### src/rtl/bit_shift_collector_if.sv
// Handshake bundle between the bit-serial adder output and the collector (slave side is the collector).
// Optional compare signals m/ge exist only when BSC_CMP_EN is defined.
interface bit_shift_collector_if #(
    parameter int DATA_WIDTH = 1025
);
    logic                  ce;
    logic                  start;
    logic                  en;
    logic                  a_i;
    logic                  ready;
    logic                  busy;
    logic                  valid;
    logic [DATA_WIDTH-1:0] data;
    logic                  err;
`ifdef BSC_CMP_EN
    logic [DATA_WIDTH-1:0] m;
    logic                  ge;
`endif

    modport master (
        output ce, start, en, a_i, ready,
        input  busy, valid, data, err
`ifdef BSC_CMP_EN
        , output m
        , input  ge
`endif
    );

    modport slave (
        input  ce, start, en, a_i, ready,
        output busy, valid, data, err
`ifdef BSC_CMP_EN
        , input  m
        , output ge
`endif
    );
endinterface

### src/rtl/bit_shift_collector.sv
// Collects an LSB-first serial stream into a DATA_WIDTH-bit word and offers it with valid/ready.
// Define BSC_CMP_EN to add a bit-serial (data >= m) compare that is ready together with valid.
module bit_shift_collector #(
    parameter int DATA_WIDTH = 1025,
    parameter int CNT_WIDTH  = $clog2(DATA_WIDTH + 1)
) (
    input logic                  clk,
    input logic                  rst,
    bit_shift_collector_if.slave bus
);

    localparam logic [1:0] ST_IDLE    = 2'd0;
    localparam logic [1:0] ST_COLLECT = 2'd1;
    localparam logic [1:0] ST_HOLD    = 2'd2;

    localparam logic [CNT_WIDTH-1:0] CNT_LAST = CNT_WIDTH'(DATA_WIDTH - 1);
    localparam logic [CNT_WIDTH-1:0] CNT_ONE  = CNT_WIDTH'(1);

    logic [1:0]            state_reg, state_next;
    logic [DATA_WIDTH-1:0] shreg_reg, shreg_next;
    logic [DATA_WIDTH-1:0] shreg_shifted;
    logic [CNT_WIDTH-1:0]  cnt_reg, cnt_next;
    logic                  err_reg, err_next;

`ifdef BSC_CMP_EN
    // The operand shifts right alongside the data so bit k of m is always at m_reg[0].
    logic [DATA_WIDTH-1:0] m_reg, m_next;
    logic [DATA_WIDTH-1:0] m_shifted;
    logic                  ge_reg, ge_next;
    logic                  ge_bit;
`endif

    // New bits enter at the MSB end so that after W shifts bit k sits at position k.
    generate
        for (genvar gi = 0; gi < DATA_WIDTH; gi++) begin : g_shift
            if (gi == DATA_WIDTH - 1) begin : g_top
                assign shreg_shifted[gi] = bus.a_i;
`ifdef BSC_CMP_EN
                assign m_shifted[gi]     = 1'b0;
`endif
            end else begin : g_body
                assign shreg_shifted[gi] = shreg_reg[gi + 1];
`ifdef BSC_CMP_EN
                assign m_shifted[gi]     = m_reg[gi + 1];
`endif
            end
        end
    endgenerate

`ifdef BSC_CMP_EN
    // A higher-order differing bit overrides; equal bits keep the lower-order verdict.
    assign ge_bit = (bus.a_i & ~m_reg[0]) | (~(bus.a_i ^ m_reg[0]) & ge_reg);
`endif

    always_comb begin
        state_next = state_reg;
        shreg_next = shreg_reg;
        cnt_next   = cnt_reg;
        err_next   = err_reg;
`ifdef BSC_CMP_EN
        m_next     = m_reg;
        ge_next    = ge_reg;
`endif
        if (bus.ce) begin
            if (bus.start) begin
                // start wins in every state; a simultaneous en is neither taken nor flagged.
                state_next = ST_COLLECT;
                shreg_next = '0;
                cnt_next   = '0;
                err_next   = 1'b0;
`ifdef BSC_CMP_EN
                m_next     = bus.m;
                ge_next    = 1'b1;
`endif
            end else begin
                case (state_reg)
                    ST_IDLE: begin
                        if (bus.en) begin
                            err_next = 1'b1;
                        end
                    end
                    ST_COLLECT: begin
                        if (bus.en) begin
                            shreg_next = shreg_shifted;
                            cnt_next   = cnt_reg + CNT_ONE;
`ifdef BSC_CMP_EN
                            m_next     = m_shifted;
                            ge_next    = ge_bit;
`endif
                            if (cnt_reg == CNT_LAST) begin
                                state_next = ST_HOLD;
                            end
                        end
                    end
                    ST_HOLD: begin
                        if (bus.en) begin
                            err_next = 1'b1;
                        end
                        if (bus.ready) begin
                            state_next = ST_IDLE;
                        end
                    end
                    default: begin
                        state_next = ST_IDLE;
                    end
                endcase
            end
        end
    end

    always_ff @(posedge clk) begin
        if (rst) begin
            state_reg <= ST_IDLE;
            shreg_reg <= '0;
            cnt_reg   <= '0;
            err_reg   <= 1'b0;
`ifdef BSC_CMP_EN
            m_reg     <= '0;
            ge_reg    <= 1'b1;
`endif
        end else begin
            state_reg <= state_next;
            shreg_reg <= shreg_next;
            cnt_reg   <= cnt_next;
            err_reg   <= err_next;
`ifdef BSC_CMP_EN
            m_reg     <= m_next;
            ge_reg    <= ge_next;
`endif
        end
    end

    assign bus.busy  = (state_reg == ST_COLLECT);
    assign bus.valid = (state_reg == ST_HOLD);
    assign bus.data  = shreg_reg;
    assign bus.err   = err_reg;
`ifdef BSC_CMP_EN
    assign bus.ge    = ge_reg;
`endif

endmodule

### src/flat_wrapper.sv
// flat-port wrapper written by rule: the top's interface ports become plain ports
module bit_shift_collector_flat 
#(
    parameter int DATA_WIDTH = 1025,
    parameter int CNT_WIDTH  = $clog2(DATA_WIDTH + 1)
)
  (clk, rst, bus_ce, bus_start, bus_en, bus_a_i, bus_ready, bus_busy, bus_valid, bus_data, bus_err);
  bit_shift_collector_if #(.DATA_WIDTH(DATA_WIDTH)) bus_i ();
  input logic clk;
  input logic rst;
  input wire logic [$bits(bus_i.ce)-1:0] bus_ce;
  input wire logic [$bits(bus_i.start)-1:0] bus_start;
  input wire logic [$bits(bus_i.en)-1:0] bus_en;
  input wire logic [$bits(bus_i.a_i)-1:0] bus_a_i;
  input wire logic [$bits(bus_i.ready)-1:0] bus_ready;
  output wire logic [$bits(bus_i.busy)-1:0] bus_busy;
  output wire logic [$bits(bus_i.valid)-1:0] bus_valid;
  output wire logic [$bits(bus_i.data)-1:0] bus_data;
  output wire logic [$bits(bus_i.err)-1:0] bus_err;
  assign bus_i.ce = bus_ce;
  assign bus_i.start = bus_start;
  assign bus_i.en = bus_en;
  assign bus_i.a_i = bus_a_i;
  assign bus_i.ready = bus_ready;
  assign bus_busy = bus_i.busy;
  assign bus_valid = bus_i.valid;
  assign bus_data = bus_i.data;
  assign bus_err = bus_i.err;
  bit_shift_collector #(.DATA_WIDTH(DATA_WIDTH), .CNT_WIDTH(CNT_WIDTH)) u_core (.clk(clk), .rst(rst), .bus(bus_i));
endmodule
### config.mk
export PLATFORM = sky130hd
export DESIGN_NAME = bit_shift_collector_flat
export DESIGN_NICKNAME = d
export VERILOG_FILES = /design/src/rtl/bit_shift_collector_if.sv /design/src/rtl/bit_shift_collector.sv /design/src/flat_wrapper.sv
export SDC_FILE = /design/constraint.sdc
export NUM_CORES = 2
export LEC_CHECK = 0
export CORE_AREA = 2 2 405 407
export CTS_BUF_LIST = sky130_fd_sc_hd__clkbuf_8
export CTS_CLUSTER_SIZE = 30
export DETAILED_ROUTE_END_ITERATION = 12
export DIE_AREA = 0 0 407 409
export HOLD_SLACK_MARGIN = 0.1
export SLEW_MARGIN = 20
export SYNTH_ARGS = -nofsm -noshare
export SYNTH_HDL_FRONTEND = slang
export SYNTH_SLANG_ARGS = --single-unit
### constraint.sdc
create_clock -name clk -period 2.2 [get_ports clk]
set_clock_uncertainty 0.05 [all_clocks]
set_input_delay 0.33 -clock clk [delete_from_list [all_inputs] [get_ports clk]]
set_output_delay 0.33 -clock clk [all_outputs]
set_load 0.005 [all_outputs]
==> report_table.html <==
<table>
<tr><th>Metric</th><th>Value</th></tr>
<tr><th colspan="2">Setup path</th></tr>
<tr><td>Worst-path cell with the longest stage delay</td><td>dlygate4sd3_1</td></tr>
<tr><td>Cells along the critical path</td><td>dlygate4sd3_1 &gt; clkdlybuf4s50_1 &gt; and4b_1 &gt; nor2_4 &gt; buf_12 &gt; buf_4 &gt; a22oi_1 &gt; nor2_1</td></tr>
<tr><td>Largest fanout on the critical path</td><td>30</td></tr>
<tr><td>Required time at the worst-slack endpoint</td><td>2.94 ns</td></tr>
<tr><td>Delay contributed by the slowest stage of the critical path</td><td>0.56 ns</td></tr>
<tr><td>Setup Crit Path Kind</td><td>in2reg</td></tr>
<tr><td>Startpoint kind of the worst setup timing path</td><td>input pin</td></tr>
<tr><td>Crit path arrival time</td><td>2.80 ns</td></tr>
<tr><td>Type of element capturing the critical path</td><td>register</td></tr>
<tr><th colspan="2">Drt</th></tr>
<tr><td>Iter 0 DRT Violations</td><td>2,790</td></tr>
<tr><td>Detail Route Antenna Nets</td><td>0</td></tr>
<tr><td>Router iterations before antenna repair</td><td>9</td></tr>
<tr><td>Residual DRC</td><td>0</td></tr>
<tr><td>Vias after detailed routing</td><td>31,379</td></tr>
<tr><td>Detailed-route wire length</td><td>between 100,000 and 150,000 um</td></tr>
<tr><td>Routed len/inst</td><td>around 19 um</td></tr>
<tr><td>Number of vias per cell</td><td>approximately 4.5</td></tr>
<tr><th colspan="2">Cells and area</th></tr>
<tr><td>Number of nets at the end of the flow</td><td>between 4,000 and 5,000</td></tr>
<tr><td>Number of flip-flops in the largest register</td><td>approximately 1,000</td></tr>
<tr><td>Layout cell share with drive strength beyond 1</td><td>18.9%</td></tr>
<tr><td>Count of filler cells inserted in the layout</td><td>17,039</td></tr>
<tr><td>Area growth from synthesis to final layout</td><td>48.1%</td></tr>
<tr><td>Post-route design area</td><td>51,100 sq um</td></tr>
<tr><td>Number of non-filler instances in the completed layout</td><td>just under 7,000</td></tr>
<tr><td>Fin util</td><td>31.5%</td></tr>
<tr><th colspan="2">STA</th></tr>
<tr><td>Highest attainable clock frequency</td><td>around 500 MHz</td></tr>
<tr><td>Count of endpoints failing setup in the final report</td><td>0</td></tr>
<tr><td>Slew at the pin with the worst max-slew slack</td><td>0.520 ns</td></tr>
<tr><td>Count of endpoints failing hold in the final timing report</td><td>0</td></tr>
<tr><td>Crit path time final</td><td>roughly 2 ns</td></tr>
<tr><td>Relative max-transition margin</td><td>65.3%</td></tr>
<tr><td>Max-slew violations</td><td>0</td></tr>
<tr><td>Setup repair after global routing missed its margin</td><td>false</td></tr>
<tr><td>Share of the clock period used by the worst path after layout</td><td>93.4%</td></tr>
<tr><th colspan="2">Clock tree</th></tr>
<tr><td>Number of buffers inserted during clock tree synthesis</td><td>177</td></tr>
<tr><td>Num Clock Sinks</td><td>1,039</td></tr>
<tr><td>CTS tree</td><td>done</td></tr>
<tr><td>Buffer depth of the longest clock path</td><td>3</td></tr>
<tr><td>H-Tree Depth</td><td>4</td></tr>
<tr><td>Buffer cell driving the clock tree root</td><td>clkbuf_8</td></tr>
<tr><td>Clk pin slew, worst setup/hold paths</td><td>0.06 ns</td></tr>
<tr><td>Clk Latency, worst-skew pair</td><td>0.88 ns</td></tr>
<tr><th colspan="2">Pwr</th></tr>
<tr><td>Share of total power in sequential cells</td><td>49.8%</td></tr>
<tr><td>Clock share of power</td><td>47.2%</td></tr>
<tr><td>Combinational cell fraction of total power</td><td>~3.0%</td></tr>
<tr><td>Switch share</td><td>24.0%</td></tr>
<tr><td>Power dissipated by switching net loads</td><td>0.00903 W</td></tr>
<tr><td>Static leakage</td><td>23.1 nW</td></tr>
<tr><td>Worst IR drop on VDD</td><td>0.000525 V</td></tr>
<tr><td>Cell Pwr Density</td><td>738 nW/um^2</td></tr>
<tr><td>Internal</td><td>about 0.029 W</td></tr>
<tr><th colspan="2">Logic synthesis</th></tr>
<tr><td>Net count after synthesis</td><td>3,514</td></tr>
<tr><td>Commonest register cell after synthesis</td><td>dfxtp_1</td></tr>
<tr><td>Area share of the leading cell type in the synthesized netlist</td><td>60.3%</td></tr>
<tr><td>Post-synthesis async set-or-reset flop share</td><td>0%</td></tr>
<tr><td>Total of flip-flops plus latches after synthesis</td><td>1,039</td></tr>
<tr><td>Biggest area consumer among synthesized cells</td><td>dfxtp_1</td></tr>
<tr><td>Mean cell area of the mapped netlist</td><td>9.84 sq um</td></tr>
<tr><td>Yosys cell types</td><td>34</td></tr>
<tr><td>Most common cell in the netlist</td><td>dfxtp_1</td></tr>
<tr><td>Most used standard cells in the synthesized netlist</td><td>dfxtp_1 (1,039), nor2_1 (1,035), a22oi_1 (1,026), buf_2 (196), clkbuf_1 (117)</td></tr>
<tr><td>Cell types with the largest area share after synthesis</td><td>dfxtp_1 (60%), a22oi_1 (22%), nor2_1 (11%)</td></tr>
<tr><td>Number of flops mapped to enable cells by yosys</td><td>0</td></tr>
<tr><td>Warnings from Yosys</td><td>0</td></tr>
<tr><td>Seq/Total Area, Yosys</td><td>60.3%</td></tr>
<tr><td>Post-Synthesis Cells</td><td>3,505</td></tr>
<tr><td>Post-synth design cell area</td><td>~34,000 sq um</td></tr>
<tr><th colspan="2">Global routing</th></tr>
<tr><td>Maximum number of pins on one net before global-route repair</td><td>115</td></tr>
<tr><td>Global-route wire length before repair</td><td>188,000 um</td></tr>
<tr><td>Total Routing Usage GR</td><td>14.6%</td></tr>
<tr><td>Number of global-route vias before repair</td><td>29,334</td></tr>
<tr><td>Antenna violations before repair</td><td>3</td></tr>
<tr><td>Sum of overflow across all layers after global routing</td><td>0</td></tr>
<tr><th colspan="2">Outcome</th></tr>
<tr><td>Result of the run</td><td>finished, final reports clean</td></tr>
<tr><th colspan="2">Min path</th></tr>
<tr><td>Worst hold path class</td><td>in2reg</td></tr>
<tr><th colspan="2">Place</th></tr>
<tr><td>Number of placed instances, taps included</td><td>6,506</td></tr>
<tr><td>Routability congestion estimate</td><td>0.881</td></tr>
<tr><td>Port bufs</td><td>between 1,000 and 1,500</td></tr>
<tr><td>HPWL after detailed placement</td><td>90,400 um</td></tr>
<tr><td>Area of placed instances</td><td>between 40,000 and 50,000 sq um</td></tr>
<tr><th colspan="2">Die</th></tr>
<tr><td>Total die area</td><td>166,000 sq um</td></tr>
<tr><td>Width of the die</td><td>between 400 and 500 um</td></tr>
<tr><td>Die Ht</td><td>409 um</td></tr>
<tr><td>Total I/O pin count</td><td>1,035</td></tr>
<tr><td>Initial Utilization</td><td>21.3%</td></tr>
<tr><td>Core Rows</td><td>148</td></tr>
<tr><td>Core area</td><td>162,000 sq um</td></tr>
<tr><th colspan="2">Job</th></tr>
<tr><td>Number of maximum-capacitance constraint violations</td><td>0</td></tr>
</table>
## metal layers
metal | wire length, um | up-vias | share of wire [%] | global-route usage, %
met5 | 0 | - | 0 | 0
met4 | 5850 | 0 | 4.5 | 7.42
met3 | 10000 | 265 | 7.8 | 4.54
met2 | 62300 | 1116 | 48 | 24.3
met1 | 50600 | 15264 | 39 | 16.7
li1 | - | 14734 | - | -
## layout by cell type (no fill, tap or decap), types with 3 or more instances in the layout
cell	n
nor2_1	1035
a22oi_1	1026
dlygate4sd2_1	1022
dfxtp_1	631
dfxtp_2	359
clkbuf_8	223
buf_4	178
inv_1	60
dfxtp_4	49
buf_12	39
clkinv_2	18
diode_2	6
a21oi_1	6
o21ai_0	5
nand3_1	5
clkdlybuf4s50_1	5
nand2_1	4
or3_1	4
clkinvlp_4	4
bufinv_16	4
dlygate4sd3_1	4
nand2b_1	3
o31ai_1	3
or4_1	3
clkinv_4	3
inv_12	3
clkdlybuf4s15_2	3
clkdlybuf4s15_1	3
## repair_timing
item                       in CTS  in global routing
resized for setup            1498                  0
hold endpoints to repair      723                  0
buffers inserted               80                  0
hold buffers                    4                  0
setup endpoints to repair    1028                  0
## cell families after synthesis
| logic type | count (synthesis) | share of synthesized area, % |
|---|---|---|
| flip-flops | 1039 | 60.3 |
| buffers and inverters | 348 | 4.98 |
| multiplexers | 2 | 0.0581 |
| AO/OA/AOI/OAI | 1045 | 22.7 |
| XOR/XNOR | 4 | 0.102 |
| AND/OR/NAND/NOR | 1065 | 11.8 |
| adder cells (fa/ha/maj) | 2 | 0.0726 |
## area by class of cell
cell class	count	area, sq um	area share, %
Timing Repair Buffer	1255	11200	22.0
Clock inverter	94	589	1.15
Sequential cell	1039	21400	42.0
Antenna cell	6	15.0	0.0294
Clock buffer	223	3070	6.01
Tap cell	2175	2720	5.33
Multi-Input combinational cell	2118	12000	23.5
Inverter	3	11.3	0.0221
## power by group through the flow
stage	combinational, W	clock (W)	sequential (W)
floorplan	0.000767	0	0.0192
global placement	0.00112	0	0.0192
detailed placement	0.00113	0	0.0192
CTS	0.00113	0.0183	0.0188
global route	0.00123	0.0192	0.0187
finish	0.00113	0.0178	0.0188
## path summary, 6_finish.rpt
| kind | from | slack [ns] | cells past startpoint | endpoint |
|---|---|---|---|---|
| worst max-delay path | bus_ce | 0.14 | 8 | u_core.bus.data[744] |
| worst min-delay path | bus_start | 0.25 | 3 | u_core.state_reg[1] |
| worst max register to register | u_core.state_reg[0] | 0.38 | 7 | u_core.bus.data[645] |
| worst min register to register | u_core.bus.err | 0.44 | 2 | u_core.bus.err |
## critical path, delay by kind of cell
family,cells,cell delay [ns]
AO/OA/AOI/OAI,1,0.13
AND/OR/NAND/NOR,3,0.61
buffers and inverters,4,1.67
## per-stage QoR
stage | hold WS [ns] | total power [W] | worst slack [ns] | TNS [ns]
after CTS | 0.106 | 0.0382 | 0.00194 | 0
after floorplan | 0.403 | 0.0200 | 0.641 | 0
after global placement | 0.411 | 0.0204 | -0.0763 | -2.09
after detailed placement | 0.439 | 0.0204 | -0.120 | -9.65
after global routing | 0.188 | 0.0391 | 0.0213 | 0
final | 0.248 | 0.0377 | 0.145 | 0
Note: power is estimated with default switching activity, not from simulation.
